## src/rtl/playfield_pixel_pipeline.sv

```systemverilog
// Playfield renderer: 3-stage pixel->tile->colour pipeline with grid lines, ghost outline
// and a frame-counted line-clear flash animation.
package DisplayPkg;
   typedef enum logic [3:0] {
      TILE_BLANK   = 4'd0,
      TILE_GARBAGE = 4'd1,
      TILE_I       = 4'd2,
      TILE_O       = 4'd3,
      TILE_T       = 4'd4,
      TILE_J       = 4'd5,
      TILE_L       = 4'd6,
      TILE_S       = 4'd7,
      TILE_Z       = 4'd8,
      TILE_GHOST   = 4'd9
   } tile_type_t;

   localparam logic [23:0] TILE_BLANK_COLOR   = 24'h101010;
   localparam logic [23:0] TILE_GHOST_COLOR   = 24'h606060;
   localparam logic [23:0] TILE_GARBAGE_COLOR = 24'h808080;
   localparam logic [23:0] TETROMINO_I_COLOR  = 24'h00FFFF;
   localparam logic [23:0] TETROMINO_O_COLOR  = 24'hFFFF00;
   localparam logic [23:0] TETROMINO_T_COLOR  = 24'h800080;
   localparam logic [23:0] TETROMINO_J_COLOR  = 24'h0000FF;
   localparam logic [23:0] TETROMINO_L_COLOR  = 24'hFF8000;
   localparam logic [23:0] TETROMINO_S_COLOR  = 24'h00FF00;
   localparam logic [23:0] TETROMINO_Z_COLOR  = 24'hFF0000;
endpackage

module playfield_pixel_pipeline
   import DisplayPkg::*;
#(
   parameter int unsigned ROWS          = 20,
   parameter int unsigned COLS          = 10,
   parameter int unsigned TILE_W        = 20,
   parameter int unsigned TILE_H        = 20,
   parameter int unsigned HSTART        = 220,
   parameter int unsigned VSTART        = 40,
   parameter bit          GRID_EN       = 1'b1,
   parameter logic [23:0] GRID_COLOR    = 24'h202020,
   parameter bit          GHOST_OUTLINE = 1'b1,
   parameter int unsigned FLASH_FRAMES  = 8,
   parameter int unsigned FLASH_PHASES  = 6,
   parameter logic [23:0] FLASH_COLOR   = 24'hFFFFFF
) (
   input logic clk,
   input logic rst,
   playfield_pixel_pipeline_if.slave bus
);
   localparam int unsigned FIELD_H = ROWS * TILE_H;
   localparam int unsigned FIELD_W = COLS * TILE_W;
   localparam int unsigned RW      = (ROWS > 1) ? $clog2(ROWS) : 1;
   localparam int unsigned CW      = (COLS > 1) ? $clog2(COLS) : 1;
   localparam int unsigned FW      = (FLASH_FRAMES > 1) ? $clog2(FLASH_FRAMES) : 1;
   localparam int unsigned PW      = $clog2(FLASH_PHASES + 1);

   typedef enum logic [1:0] {ST_IDLE, ST_FLASH, ST_DONE} state_t;

   state_t          state;
   logic [FW-1:0]   frame_cnt;
   logic [PW-1:0]   phase;
   logic [ROWS-1:0] mask;
   logic            flash_on;

   logic            s1_valid, s1_in_field;
   logic [10:0]     s1_dr, s1_dc;
   logic            s2_valid, s2_in_field, s2_edge, s2_grid;
   logic [RW-1:0]   s2_tile_r;
   tile_type_t      s2_tile;

   logic [10:0]     row_c, col_c;
   logic            in_field_c;
   logic [RW-1:0]   tile_r_c;
   logic [CW-1:0]   tile_c_c;
   logic [10:0]     lr_c, lc_c;
   logic [23:0]     color_c;

   assign row_c      = {1'b0, bus.VGA_row};
   assign col_c      = {1'b0, bus.VGA_col};
   assign in_field_c = (row_c >= 11'(VSTART)) && (row_c < 11'(VSTART + FIELD_H)) &&
                       (col_c >= 11'(HSTART)) && (col_c < 11'(HSTART + FIELD_W));

   // Constant-divisor ladders: tile index is the number of tile boundaries at or below the offset.
   always_comb begin
      tile_r_c = '0;
      tile_c_c = '0;
      for (int unsigned k = 1; k < ROWS; k++)
         if (s1_dr >= 11'(k * TILE_H)) tile_r_c = RW'(k);
      for (int unsigned k = 1; k < COLS; k++)
         if (s1_dc >= 11'(k * TILE_W)) tile_c_c = CW'(k);
      lr_c = s1_dr - 11'(32'(tile_r_c) * TILE_H);
      lc_c = s1_dc - 11'(32'(tile_c_c) * TILE_W);
   end

   always_comb begin
      color_c = TILE_BLANK_COLOR;
      if (!s2_in_field) begin
         color_c = '0;
      end else if (flash_on && mask[s2_tile_r]) begin
         color_c = FLASH_COLOR;
      end else begin
         case (s2_tile)
            TILE_GARBAGE: color_c = TILE_GARBAGE_COLOR;
            TILE_I:       color_c = TETROMINO_I_COLOR;
            TILE_O:       color_c = TETROMINO_O_COLOR;
            TILE_T:       color_c = TETROMINO_T_COLOR;
            TILE_J:       color_c = TETROMINO_J_COLOR;
            TILE_L:       color_c = TETROMINO_L_COLOR;
            TILE_S:       color_c = TETROMINO_S_COLOR;
            TILE_Z:       color_c = TETROMINO_Z_COLOR;
            TILE_GHOST:   color_c = (!GHOST_OUTLINE || s2_edge) ? TILE_GHOST_COLOR : TILE_BLANK_COLOR;
            default:      color_c = (GRID_EN && s2_grid) ? GRID_COLOR : TILE_BLANK_COLOR;
         endcase
      end
   end

   always_ff @(posedge clk or posedge rst) begin
      if (rst) begin
         s1_valid         <= 1'b0;
         s1_in_field      <= 1'b0;
         s1_dr            <= '0;
         s1_dc            <= '0;
         s2_valid         <= 1'b0;
         s2_in_field      <= 1'b0;
         s2_edge          <= 1'b0;
         s2_grid          <= 1'b0;
         s2_tile_r        <= '0;
         s2_tile          <= TILE_BLANK;
         bus.output_color <= '0;
         bus.active       <= 1'b0;
      end else begin
         s1_valid         <= 1'b1;
         s1_in_field      <= in_field_c;
         s1_dr            <= row_c - 11'(VSTART);
         s1_dc            <= col_c - 11'(HSTART);
         s2_valid         <= s1_valid;
         s2_in_field      <= s1_in_field;
         s2_tile_r        <= tile_r_c;
         s2_tile          <= tile_type_t'(bus.tile_type[tile_r_c][tile_c_c]);
         s2_edge          <= (lr_c == '0) || (lc_c == '0) ||
                             (lr_c == 11'(TILE_H - 1)) || (lc_c == 11'(TILE_W - 1));
         s2_grid          <= (lr_c == '0) || (lc_c == '0);
         bus.output_color <= s2_valid ? color_c : '0;
         bus.active       <= s2_valid && s2_in_field;
      end
   end

   // Clear animation: a start with an empty mask skips straight to the done pulse.
   always_ff @(posedge clk or posedge rst) begin
      if (rst) begin
         state          <= ST_IDLE;
         frame_cnt      <= '0;
         phase          <= '0;
         mask           <= '0;
         flash_on       <= 1'b0;
         bus.clear_busy <= 1'b0;
         bus.clear_done <= 1'b0;
      end else begin
         bus.clear_done <= 1'b0;
         case (state)
            ST_IDLE: begin
               if (bus.clear_start) begin
                  if (bus.clear_rows != '0) begin
                     mask           <= bus.clear_rows;
                     phase          <= '0;
                     frame_cnt      <= '0;
                     flash_on       <= 1'b1;
                     bus.clear_busy <= 1'b1;
                     state          <= ST_FLASH;
                  end else begin
                     state <= ST_DONE;
                  end
               end
            end
            ST_FLASH: begin
               if (bus.frame_start) begin
                  if (frame_cnt == FW'(FLASH_FRAMES - 1)) begin
                     frame_cnt <= '0;
                     flash_on  <= !flash_on;
                     phase     <= phase + PW'(1);
                     if (phase == PW'(FLASH_PHASES - 1)) state <= ST_DONE;
                  end else begin
                     frame_cnt <= frame_cnt + FW'(1);
                  end
               end
            end
            ST_DONE: begin
               bus.clear_done <= 1'b1;
               bus.clear_busy <= 1'b0;
               flash_on       <= 1'b0;
               mask           <= '0;
               state          <= ST_IDLE;
            end
            default: state <= ST_IDLE;
         endcase
      end
   end
endmodule

```

## src/rtl/playfield_pixel_pipeline_if.sv

```systemverilog
// Pixel, board and clear-handshake bundle between the VGA timing path and the playfield renderer.
// tile_type is carried as raw 4-bit codes; the renderer interprets them as DisplayPkg::tile_type_t.
interface playfield_pixel_pipeline_if #(
   parameter int unsigned ROWS = 20,
   parameter int unsigned COLS = 10
);
   logic [9:0]      VGA_row;
   logic [9:0]      VGA_col;
   logic            frame_start;
   logic [3:0]      tile_type [ROWS][COLS];
   logic            clear_start;
   logic [ROWS-1:0] clear_rows;
   logic [23:0]     output_color;
   logic            active;
   logic            clear_busy;
   logic            clear_done;

   modport master (
      output VGA_row, VGA_col, frame_start, tile_type, clear_start, clear_rows,
      input  output_color, active, clear_busy, clear_done
   );

   modport slave (
      input  VGA_row, VGA_col, frame_start, tile_type, clear_start, clear_rows,
      output output_color, active, clear_busy, clear_done
   );
endinterface

```

## src/flat_wrapper.sv

```systemverilog
// flat-port wrapper written by rule: the top's interface ports become plain ports
module playfield_pixel_pipeline_flat import DisplayPkg::*;
#(
   parameter int unsigned ROWS          = 20,
   parameter int unsigned COLS          = 10,
   parameter int unsigned TILE_W        = 20,
   parameter int unsigned TILE_H        = 20,
   parameter int unsigned HSTART        = 220,
   parameter int unsigned VSTART        = 40,
   parameter bit          GRID_EN       = 1'b1,
   parameter logic [23:0] GRID_COLOR    = 24'h202020,
   parameter bit          GHOST_OUTLINE = 1'b1,
   parameter int unsigned FLASH_FRAMES  = 8,
   parameter int unsigned FLASH_PHASES  = 6,
   parameter logic [23:0] FLASH_COLOR   = 24'hFFFFFF
)
  (clk, rst, bus_VGA_row, bus_VGA_col, bus_frame_start, bus_tile_type, bus_clear_start, bus_clear_rows, bus_output_color, bus_active, bus_clear_busy, bus_clear_done);
  playfield_pixel_pipeline_if #(.ROWS(ROWS), .COLS(COLS)) bus_i ();
  input logic clk;
  input logic rst;
  input wire logic [$bits(bus_i.VGA_row)-1:0] bus_VGA_row;
  input wire logic [$bits(bus_i.VGA_col)-1:0] bus_VGA_col;
  input wire logic [$bits(bus_i.frame_start)-1:0] bus_frame_start;
  input wire logic [$bits(bus_i.tile_type)-1:0] bus_tile_type;
  input wire logic [$bits(bus_i.clear_start)-1:0] bus_clear_start;
  input wire logic [$bits(bus_i.clear_rows)-1:0] bus_clear_rows;
  output wire logic [$bits(bus_i.output_color)-1:0] bus_output_color;
  output wire logic [$bits(bus_i.active)-1:0] bus_active;
  output wire logic [$bits(bus_i.clear_busy)-1:0] bus_clear_busy;
  output wire logic [$bits(bus_i.clear_done)-1:0] bus_clear_done;
  assign bus_i.VGA_row = bus_VGA_row;
  assign bus_i.VGA_col = bus_VGA_col;
  assign bus_i.frame_start = bus_frame_start;
  assign bus_i.tile_type = {>>{bus_tile_type}};
  assign bus_i.clear_start = bus_clear_start;
  assign bus_i.clear_rows = bus_clear_rows;
  assign bus_output_color = bus_i.output_color;
  assign bus_active = bus_i.active;
  assign bus_clear_busy = bus_i.clear_busy;
  assign bus_clear_done = bus_i.clear_done;
  playfield_pixel_pipeline #(.ROWS(ROWS), .COLS(COLS), .TILE_W(TILE_W), .TILE_H(TILE_H), .HSTART(HSTART), .VSTART(VSTART), .GRID_EN(GRID_EN), .GRID_COLOR(GRID_COLOR), .GHOST_OUTLINE(GHOST_OUTLINE), .FLASH_FRAMES(FLASH_FRAMES), .FLASH_PHASES(FLASH_PHASES), .FLASH_COLOR(FLASH_COLOR)) u_core (.clk(clk), .rst(rst), .bus(bus_i));
endmodule
```

## config.mk

```make
export PLATFORM = sky130hd
export DESIGN_NAME = playfield_pixel_pipeline_flat
export DESIGN_NICKNAME = d
export VERILOG_FILES = /design/src/rtl/playfield_pixel_pipeline.sv /design/src/rtl/playfield_pixel_pipeline_if.sv /design/src/flat_wrapper.sv
export SDC_FILE = /design/constraint.sdc
export NUM_CORES = 1
export LEC_CHECK = 0
export CORE_AREA = 3 3 334 336
export CTS_CLUSTER_DIAMETER = 200
export DETAILED_ROUTE_END_ITERATION = 10
export DIE_AREA = 0 0 337 339
export GPL_TIMING_DRIVEN = 0
export PLACE_DENSITY = 0.37
export SYNTH_ARGS = -nofsm -noshare
export SYNTH_HDL_FRONTEND = slang
export SYNTH_SLANG_ARGS = --single-unit
```

## constraint.sdc

```tcl
create_clock -name clk -period 9.92 [get_ports clk]
set_input_delay 1.984 -clock clk [delete_from_list [all_inputs] [get_ports clk]]
set_output_delay 1.984 -clock clk [all_outputs]
set_load 0.01 [all_outputs]
```

Yosys cells after proc, flatten, opt, wreduce, memory -nomap -nowiden
Index checks and enable logic that the tools add are counted.
{"block": "classes", "bitwise": 2, "n_addsub": 6, "mux": 66, "n_reduce_logical": 21, "n_eq_ne": 20, "n_mul": 2, "order_cmp": 35}
{"operator": "case mux 24 bit (9 select lines)", "count": 1}
{"operator": "binary-select mux 40 bit (select 5 bit)", "count": 1}
{"operator": ">= comparator 11 x 8 -> 1 bit, second input constant", "count": 9}
{"operator": "2-to-1 mux 5 bit", "count": 18}
{"operator": "2-to-1 mux 40 bit", "count": 2}
{"operator": ">= comparator 11 x 9 -> 1 bit, second input constant", "count": 7}
{"operator": "2-to-1 mux 24 bit", "count": 3}
{"operator": ">= comparator 11 x 7 -> 1 bit, second input constant", "count": 6}
{"operator": ">= comparator 11 x 6 -> 1 bit, second input constant", "count": 4}
{"operator": "2-to-1 mux 20 bit", "count": 2}
{"operator": "case mux 20 bit (2 select lines)", "count": 1}
{"operator": "2-to-1 mux 3 bit", "count": 10}
{"operator": "2-to-1 mux 23 bit", "count": 1}
{"operator": "== test 11 x 5 -> 1 bit, second input constant", "count": 2}
{"operator": ">= comparator 11 x 5 -> 1 bit, second input constant", "count": 2}
{"operator": "logical NOT 11 bit", "count": 2}
{"operator": "2-to-1 mux 22 bit", "count": 1}
{"operator": "< comparator 10 x 9 -> 1 bit, second input constant", "count": 2}
{"operator": "nonzero test 20 bit", "count": 1}
{"operator": "binary-select mux 4 bit (select 4 bit)", "count": 1}
{"operator": "== test 4 x 3 -> 1 bit, second input constant", "count": 4}
{"operator": "2-to-1 mux 4 bit", "count": 4}
{"operator": "2-to-1 mux 2 bit", "count": 7}
{"operator": "case mux 3 bit (2 select lines)", "count": 2}
{"operator": "other kinds (36)", "count": 59}
{"block": "totals", "word_cells": 171, "input_bits": 844, "output_inout_bits": 27, "regBits": 93}

Longest topological paths before layout
Gate-level depths: netlist (run 1).
{"block": "logic_depth", "depth_word": 27, "depth_mapped": 25}

Worst setup path before layout (run 1)
Ideal clock, no wire load.
{"block": "synth_timing", "path_kind": "register -> register", "startpoint": "register u_core.s1_dr[4]", "endpoint": "register u_core.s2_grid", "path_stages_with_launch": 20, "setup_slack_ps": 5062, "t_arrival_ps": 4748, "required_time_ps": 9810, "synth_period_minus_slack_ps": 4858, "path_cell_list": "dfrtp_1 > buf_2 > or2_2 > a221oi_1 > o2111a_1 > nand2_1 > buf_2 > buf_2 > buf_2 > buf_2 > buf_2 > ha_1 > ha_1 > fa_1 > inv_1 > ha_1 > or4_1 > o32ai_1 > nand4_1 > o41ai_1"}
{"block": "synth_via", "word_cells_on_any_way": 42}
{"element": "start: declaration", "line_no": "playfield_pixel_pipeline.sv:65", "source": "logic [10:0] s1_dr, s1_dc;"}
{"element": "start signal: assignment", "line_no": "playfield_pixel_pipeline.sv:133", "source": "s1_dr <= row_c - 11'(VSTART);"}
{"element": ">= comparator 11 x 6 -> 1 bit", "line_no": "playfield_pixel_pipeline.sv:87", "source": "if (s1_dr >= 11'(k * TILE_H)) tile_r_c = RW'(k);"}
{"element": "2-to-1 mux 5 bit (17 in series)", "line_no": "playfield_pixel_pipeline.sv:87"}
{"element": "2-to-1 mux 5 bit *", "line_no": "playfield_pixel_pipeline.sv:87"}
{"element": "named net u_core.tile_r_c[1]", "line_no": "playfield_pixel_pipeline.sv:72", "source": "logic [RW-1:0] tile_r_c;"}
{"element": "multiplier 5 x 3 -> 8 bit *", "line_no": "playfield_pixel_pipeline.sv:90", "source": "lr_c = s1_dr - 11'(32'(tile_r_c) * TILE_H);"}
{"element": "subtractor 11 x 10 -> 11 bit *", "line_no": "playfield_pixel_pipeline.sv:90"}
{"element": "logical NOT 11 bit *", "line_no": "playfield_pixel_pipeline.sv:141", "source": "s2_grid <= (lr_c == '0) || (lc_c == '0);"}
{"element": "logical OR 1 bit *", "line_no": "playfield_pixel_pipeline.sv:141"}
{"element": "end signal: assignment", "line_no": "playfield_pixel_pipeline.sv:141"}
{"element": "end: declaration", "line_no": "playfield_pixel_pipeline.sv:66", "source": "logic s2_valid, s2_in_field, s2_edge, s2_grid;"}
Mark *: on every way through the listed nets, which the timed path passes. The rest lies on a longest branch.
A chain may end at the register's enable or synchronous reset.

Final worst setup path (run 1)
{"block": "layout_timing", "startpoint": "register u_core.s1_dr[9]", "endpoint": "register u_core.s2_grid"}
The elaborated chain is that of the path after synthesis.

==> impl_metrics.csv, run 1 <==
group,metric,value,unit
status,outcome,"finished, violations left",
status,failed_checks,"max-capacitance violations, max-slew violations",
critical_path,cp.required,10.17,ns
timing,tns,0,ns
critical_path,path_delay_family,"buffers and inverters",
critical_path,ff2ff_setup_slack,2.43,ns
layout,final_cell_mix,"870 x clkdlybuf4s50_1, 525 x nand2_1, 153 x nand3_1",
layout,mostFrequentLayoutCell,"clkdlybuf4s50_1",
global_route,grt-ovfl-total,0,
timing,fin_crit,7.49,ns
layout,layout.nets,3601,
layout,fin_cells,4176,
critical_path,path_depth,18,
floorplanning,rows,121,
critical_path,path_buf_inv,6,
timing,hold_viol_final,0,
pwr,cellLeakagePower,9.04,nW
pwr,seq_power_share,16.9,%
global_route,antenna_found_initial,61,
critical_path,cp-end-kind,"flip-flop",
pwr,ir_worst_vdd,0.0670,mV
floorplanning,dieArea,0.114,sq mm
clocking,worstSkewPairLatency,0.36,ns
clocking,cts_resized,0,
yosys,synth_area_per_cell,6.67,sq um
clocking,clockRootBuffer,"clkbuf_16",
yosys,ys_seq_area_share,17.2,%
critical_path,critical_path.max_stage_delay,0.76,ns
critical_path,reg2regPathDepth,18,
yosys,yosysUniqueCellTypes,93,
clocking,cts_tree,"done",
placed_design,dp_hpwl,121,mm
pwr,p_sw_share,50.4,%
yosys,synth-edff-count,0,
placed_design,io_buffers,870,
layout,area_delta_synth_final,89.9,%
critical_path,cp_common_cell,"buf_2",
timing,finalMaxSlewViolations,11,
pwr,power,0.00278,W
global_route,grt_usage,23.9,%
pwr,intPower,0.00138,W
drt,vias,18689,
pwr,p_clk_share,12.6,%
yosys,ys_warn_count,0,
timing,max_freq,0.134,GHz
clocking,clock-sinks,84,
min_path,min_from,"u_core.s1_in_field$_DFF_PP0_",
critical_path,slowest_stage,"nor3_2",
critical_path,worstPathMaxFanout,11,
timing,post-route-period-util,75.5,%
timing,clock_skew,0.00959,ns
min_path,min_to,"u_core.s2_in_field$_DFF_PP0_",
timing,relSlewSlack,-0.646,%
critical_path,worstPathArrival,7.74,ns
placed_design,dp.cells,4125,
clocking,cts_made_buffers,9,
critical_path,timing.rr.end,"u_core.s2_grid$_DFF_PP0_",
floorplanning,die_w,337,microns
critical_path,timing.rr.start,"u_core.s1_dr[9]$_DFF_PP0_",
drt,drt_iter0_drc,1423,
drt,routed_wl,143,mm
floorplanning,pin_count,871,
clocking,cts.path.max_buffers,2,
drt,routed_via_density,4.48,
clocking,hold_buffers,0,
yosys,ys.flop_type,"dfrtp_1",
placed_design,gp_routability_congestion,0.920,
floorplanning,dieHeight,339,microns
critical_path,crit_type,"reg2reg",
timing,tightest_slew,1.51,ns
yosys,synth_seq_cells,84,
critical_path,cp_cell_sequence,"or3_4, nor3_2, nor2_1, nand2_1, buf_2, buf_2, buf_2, buf_2, buf_2, ha_1, ha_1, fa_1, inv_1, ha_1, or4_1, o32ai_1, nand4_1, o41ai_1",
pwr,cellPowerDensity,120,mW/mm^2
drt,wire_per_inst,34.1,microns
yosys,syn_inst,1835,
critical_path,cp-start-kind,"flip-flop",
run,maxCapViolCount,1,
yosys,async_reset_ff_share,100,%
floorplanning,initial_core_util,11.2,%
global_route,grt_start_max_net_pins,55,
min_path,hold_class,"reg2reg",
drt,first_pass_iters,5,
yosys,synth_area,0.0122,sq mm
clocking,clkTransAtPathRegs,0.06,ns
global_route,grt_pass1_wl,182,mm
min_path,min_path_cells,0,
global_route,grt_pass1_vias,18917,
layout,post_route_cells_drive_above_1_share,6.01,%
timing,setup_violations,0,
drt,antenna_left,0,
pwr,pwr-share-comb,70.5,%
timing,rsz0062_at_grt,"no",
pwr,netSwitchingPower,0.00140,W
floorplanning,core,0.109,sq mm
clocking,postCtsSetupBuffers,0,
clocking,cts_htree_levels,3,
yosys,syn_nets,2714,
drt,drc_errors,0,
==> area by class of cell <==
class / count / area [sq um]
fillers: 12445 / 85600
flip-flops and latches: 84 / 2100
plain buffers: 157 / 836
repair buffers: 876 / 8800
well taps: 1414 / 1770
clock buffers: 12 / 256
multi-input cells: 1554 / 9180
clock inverters: 4 / 47.5
diodes: 35 / 87.6
inverters: 40 / 153
==> worst reg2reg max path: cells and delay by family, from the launching register on <==
kind / cells / cell delay (ns)
buf+inv: 6 / 2.57
simple gates: 6 / 2.31
fa+ha+maj: 4 / 1.36
compound gates: 2 / 0.60
flops: 1 / 0.53
==> per-stage QoR <==
stage	utilization, %	hold WS [ns]	cell area (sq um)	setup slack (ns)
floorplan	-	0.331	12200	5.06
global route	21.3	0.358	23200	2.10
CTS	21.3	0.350	23100	2.42
finish	21.3	0.349	23200	2.43
detailed placement	21.0	0.335	22800	2.45
global placement	20.9	0.333	22700	1.94
==> synthesized netlist by cell type (all sizes together) (5+ instances only) <==
cell / n / area share [%]
or3: 21 / 1.1
and2: 5 / 0.26
nand2: 525 / 16
o41ai: 5 / 0.51
a31oi: 29 / 1.5
xnor2: 13 / 0.93
o221ai: 29 / 2.1
mux4: 9 / 1.7
o21ai: 51 / 2.1
inv: 39 / 1.2
o211ai: 9 / 0.55
a21boi: 5 / 0.31
dfrtp: 84 / 17
nor2: 61 / 1.9
o2111ai: 7 / 0.50
mux2i: 119 / 9.7
buf: 104 / 5.2
nor4: 51 / 2.6
nand4: 10 / 0.51
o221a: 5 / 0.46
a21o: 8 / 0.49
xor2: 8 / 0.57
nand3: 154 / 6.3
o31ai: 6 / 0.41
nand3b: 6 / 0.37
o22ai: 51 / 2.7
nor2b: 8 / 0.41
and3: 12 / 0.61
or2: 8 / 0.41
nor3: 36 / 1.5
nand2b: 12 / 0.61
a211oi: 8 / 0.57
a31o: 5 / 0.36
ha: 33 / 3.4
clkbuf: 53 / 1.6
or4: 8 / 0.49
a311oi: 13 / 0.93
a21oi: 148 / 6.1
o311ai: 11 / 0.79
==> power by group through the flow <==
stage          combinational, W  clock [W]  sequential (W)
2_1_floorplan          0.000887          0        0.000458
3_3_place_gp            0.00196          0        0.000475
3_5_place_dp            0.00197          0        0.000475
4_1_cts                 0.00197   0.000365        0.000470
5_1_grt                 0.00208   0.000375        0.000480
6_report                0.00196   0.000350        0.000470
==> cell families after synthesis <==
kind of cell    synth area share, %
compound gates                 23.6
xor+xnor                       1.50
fa+ha+maj                      3.78
buf+inv                        8.03
flops                          17.2
mux                            11.8
other cells                  0.0307
simple gates                   34.1
==> worst max-delay path by stage <==
stage          slack (ns)                  endpoint                 startpoint
2_1_floorplan        5.06  u_core.s2_grid$_DFF_PP0_  u_core.s1_dr[4]$_DFF_PP0_
3_3_place_gp         1.94  u_core.s2_grid$_DFF_PP0_  u_core.s1_dr[7]$_DFF_PP0_
3_5_place_dp         2.45  u_core.s2_grid$_DFF_PP0_  u_core.s1_dr[9]$_DFF_PP0_
4_1_cts              2.42  u_core.s2_grid$_DFF_PP0_  u_core.s1_dr[9]$_DFF_PP0_
5_1_grt              2.10  u_core.s2_grid$_DFF_PP0_  u_core.s1_dr[9]$_DFF_PP0_
6_report             2.43  u_core.s2_grid$_DFF_PP0_  u_core.s1_dr[9]$_DFF_PP0_
==> metal layers <==
metal,share of wire (%),routed length (microns),vias to the layer above,global-route usage [%]
li1,-,-,8500,-
met1,42,59700,9135,29.8
met2,48,69000,903,40.9
met3,6.8,9760,133,5.12
met4,2.8,3940,18,6.84
met5,0.081,115,-,0
==> flip-flops by register name (all words and copies together) (netlist names) <==
register / cells
u_core.bus.clear_done: 1
u_core.frame_cnt: 3
u_core.s2_edge: 1
u_core.bus.clear_busy: 1
u_core.mask: 20
u_core.s2_grid: 1
u_core.s1_dc: 11
u_core.flash_on: 1
u_core.state: 2
u_core.s2_tile_r: 5
u_core.s2_valid: 1
u_core.s1_in_field: 1
u_core.phase: 3
u_core.s2_tile: 4
u_core.s1_valid: 1
u_core.s2_in_field: 1
u_core.s1_dr: 11
u_core.bus.active: 1
u_core.bus.output_color: 15
Note: power is estimated with default switching activity, not from simulation.
==> run 2: changes to the inputs <==
--- a/config.mk
+++ b/config.mk
@@ -5,10 +5,10 @@
 export SDC_FILE = /design/constraint.sdc
 export NUM_CORES = 1
 export LEC_CHECK = 0
-export CORE_AREA = 3 3 334 336
+export CORE_AREA = 3 3 342 344
 export CTS_CLUSTER_DIAMETER = 200
 export DETAILED_ROUTE_END_ITERATION = 10
-export DIE_AREA = 0 0 337 339
+export DIE_AREA = 0 0 345 347
 export GPL_TIMING_DRIVEN = 0
 export PLACE_DENSITY = 0.37
 export SYNTH_ARGS = -nofsm -noshare
==> constraint.sdc (replaced) <==
create_clock -name clk -period 6.6 [get_ports clk]
set_input_delay 1.32 -clock clk [delete_from_list [all_inputs] [get_ports clk]]
set_output_delay 1.32 -clock clk [all_outputs]
set_load 0.01 [all_outputs]
==> run 2 against run 1 <==
The run now ends clean. Utilization is 0.87 points lower. Sequential share of layout area is 0.055 points lower. Clock skew is 0.0027 ns lower. Global-route usage is 1.1 points lower. Clock power is 77% higher. Sequential cell count stayed put. First-iteration DRC count is 2.8% higher. Largest cell class unchanged.
==> impl_metrics.csv, run 2 (same netlist as run 1, synthesis figures left out) <==
group,metric,value,unit
pwr,p_sw_share,49.2,%
layout,layout.nets,3596,
placed_design,gp_routability_congestion,0.895,
drt,top_layer,"met5",
critical_path,startpoint,"u_core.s1_dc[5]$_DFF_PP0_",
timing,timing.final.ws_setup,0.367,ns
pwr,intPower,0.00216,W
pwr,pwr-share-comb,68.8,%
floorplanning,dieArea,0.120,sq mm
run,maxCapViolCount,0,
drt,drc_errors,0,
floorplanning,core,0.114,sq mm
drt,vias,18701,
critical_path,timing.rr.start,"u_core.s1_dc[5]$_DFF_PP0_",
drt,wl_met1,61.1,mm
timing,max_freq,0.160,GHz
placed_design,dp.cells,4221,
floorplanning,pin_count,871,
drt,antenna_left,0,
floorplanning,rows,124,
drt,drt_iter0_drc,1463,
layout,fin_cells,4267,
drt,routed_wl,143,mm
pwr,cellLeakagePower,9.05,nW
clocking,clock-sinks,84,
layout,area_delta_synth_final,91.0,%
critical_path,worstSetupEndpoint,"u_core.s2_grid$_DFF_PP0_",
clocking,clockRootBuffer,"clkbuf_16",
pwr,cellPowerDensity,182,mW/mm^2
timing,clock_skew,0.00686,ns
critical_path,timing.rr.end,"u_core.s2_grid$_DFF_PP0_",
clocking,cts.path.max_buffers,2,
floorplanning,initial_core_util,10.7,%
critical_path,worstPathMaxFanout,10,
critical_path,ff2ff_setup_slack,0.37,ns
critical_path,cp-end-kind,"flip-flop",
layout,fillers,13090,
floorplanning,dieHeight,347,microns
critical_path,crit_type,"reg2reg",
layout,postLayoutCellArea,0.0234,sq mm
global_route,grt_start_max_net_pins,47,
clocking,cts_made_buffers,9,
timing,relSlewSlack,4.92,%
pwr,seq_power_share,16.6,%
critical_path,reg2regPathDepth,19,
pwr,ir_worst_vdd,0.105,mV
timing,post-route-period-util,94.4,%
global_route,antenna_found_initial,83,
clocking,worstSkewPairLatency,0.35,ns
timing,setup_violations,0,
critical_path,worstPathArrival,6.47,ns
layout,largest-register,"u_core.mask",
global_route,grt_usage,22.7,%
layout,final_cell_mix,"870 x clkdlybuf4s50_1, 525 x nand2_1, 153 x nand3_1",
layout,ff_latch_area,0.00210,sq mm
timing,hold_viol_final,0,
layout,post_route_cells_drive_above_1_share,5.88,%
drt,first_pass_iters,5,
layout,multi_input_area,0.00917,sq mm
status,outcome,"finished, final reports clean",
critical_path,cp-start-kind,"flip-flop",
timing,fin_crit,6.23,ns
placed_design,place_area,0.0229,sq mm
clocking,cts_tree,"done",
placed_design,io_buffers,870,
timing,rsz0062_at_grt,"no",
global_route,grt_pass1_vias,19272,
layout,mostFrequentLayoutCell,"clkdlybuf4s50_1",
global_route,grt_pass1_wl,184,mm
min_path,hold_class,"reg2reg",
drt,routed_via_density,4.38,
layout,largestRegisters,"u_core.mask: 20 flops, u_core.bus.output_color: 15 flops",
pwr,p_clk_share,14.6,%
drt,wire_per_inst,33.6,microns
drt,wl_met2,69.6,mm
timing,tightest_slew,1.42,ns
floorplanning,die_w,345,microns
clocking,cts_htree_levels,3,
placed_design,post-place-ws,-0.483,ns
drt,wl_met3,9.34,mm
timing,tns,0,ns
critical_path,cp.required,6.84,ns
clocking,postCtsSetupBuffers,0,
pwr,netSwitchingPower,0.00209,W
clocking,clkTransAtPathRegs,0.07,ns
global_route,grt-ovfl-total,0,
placed_design,dp_hpwl,122,mm
timing,finalMaxSlewViolations,0,
layout,largest_reg_flops,20,
run 2: changes by cell type in the layout (fill, tap and decap cells not counted), moves of 2 or more:
cell | previous run | this run
clkbuf_8 | 2 | 0
bufinv_16 | 1 | 4
clkbuf_4 | 0 | 2
buf_2 | 63 | 58
run 2: cell type report:
cell class | count | share of cell area [%]
multi-input combinational | 1554 | 39.2
timing repair buffer | 874 | 37.5
sequential | 84 | 8.99
tap | 1512 | 8.10
buffer | 154 | 3.58
clock buffer | 10 | 0.980
inverter | 40 | 0.664
clock inverter | 5 | 0.535
antenna | 34 | 0.364
run 2: per-stage QoR:
step / hold WS [ns] / utilization, % / total power (W)
2_1_floorplan: 0.331 / - / 0.00202
3_3_place_gp: 0.333 / 20.0 / 0.00364
3_5_place_dp: 0.341 / 20.1 / 0.00365
4_1_cts: 0.355 / 20.4 / 0.00429
5_1_grt: 0.364 / 20.4 / 0.00450
6_report: 0.353 / 20.5 / 0.00425
run 2: worst min path at each step:
stage | startpoint | to | slack [ns] | cells after the start
finish | u_core.s1_valid$_DFF_PP0_ | u_core.s2_valid$_DFF_PP0_ | 0.35 | 0
CTS | u_core.s1_valid$_DFF_PP0_ | u_core.s2_valid$_DFF_PP0_ | 0.36 | 0
global route | u_core.s1_valid$_DFF_PP0_ | u_core.s2_valid$_DFF_PP0_ | 0.36 | 0
floorplan | u_core.s1_in_field$_DFF_PP0_ | u_core.s2_in_field$_DFF_PP0_ | 0.33 | 0
detailed placement | u_core.s1_valid$_DFF_PP0_ | u_core.s2_valid$_DFF_PP0_ | 0.34 | 0
global placement | u_core.s1_valid$_DFF_PP0_ | u_core.s2_valid$_DFF_PP0_ | 0.33 | 0
run 2: repair_timing:
action / in CTS / in global routing
hold buffers: 0 / 0
setup endpoints to repair: 2 / 2
resized for setup: 4 / 7
pin swaps: 0 / 0
run 2: metal layers:
metal  track usage [%]  vias up
met4              4.54       30
met1              28.3     9186
li1                  -     8484
met2              39.7      850
met3              5.34      151
met5                 0        -
run 2: power by group through the flow:
stage / registers (W) / clock network, W / logic, W
4_1_cts: 0.000705 / 0.000638 / 0.00294
3_5_place_dp: 0.000712 / 0 / 0.00294
5_1_grt: 0.000719 / 0.000660 / 0.00312
2_1_floorplan: 0.000689 / 0 / 0.00133
3_3_place_gp: 0.000713 / 0 / 0.00293
6_report: 0.000706 / 0.000621 / 0.00292
run 2: critical path, stage by stage (launching register included):
cell and delay [ns]:
dfrtp_1 0.45, clkbuf_1 0.26, nor3_1 0.35, a2111o_1 0.49, nand2_1 0.55, inv_1 0.19
clkbuf_1 0.87, ha_1 0.39, ha_1 0.21, inv_1 0.07, fa_1 0.41, ha_1 0.35
a21o_1 0.18, a21oi_1 0.23, nand3b_1 0.11, a21oi_1 0.13, a31oi_1 0.05, or4_1 0.57
nand2b_1 0.18, o41ai_1 0.07
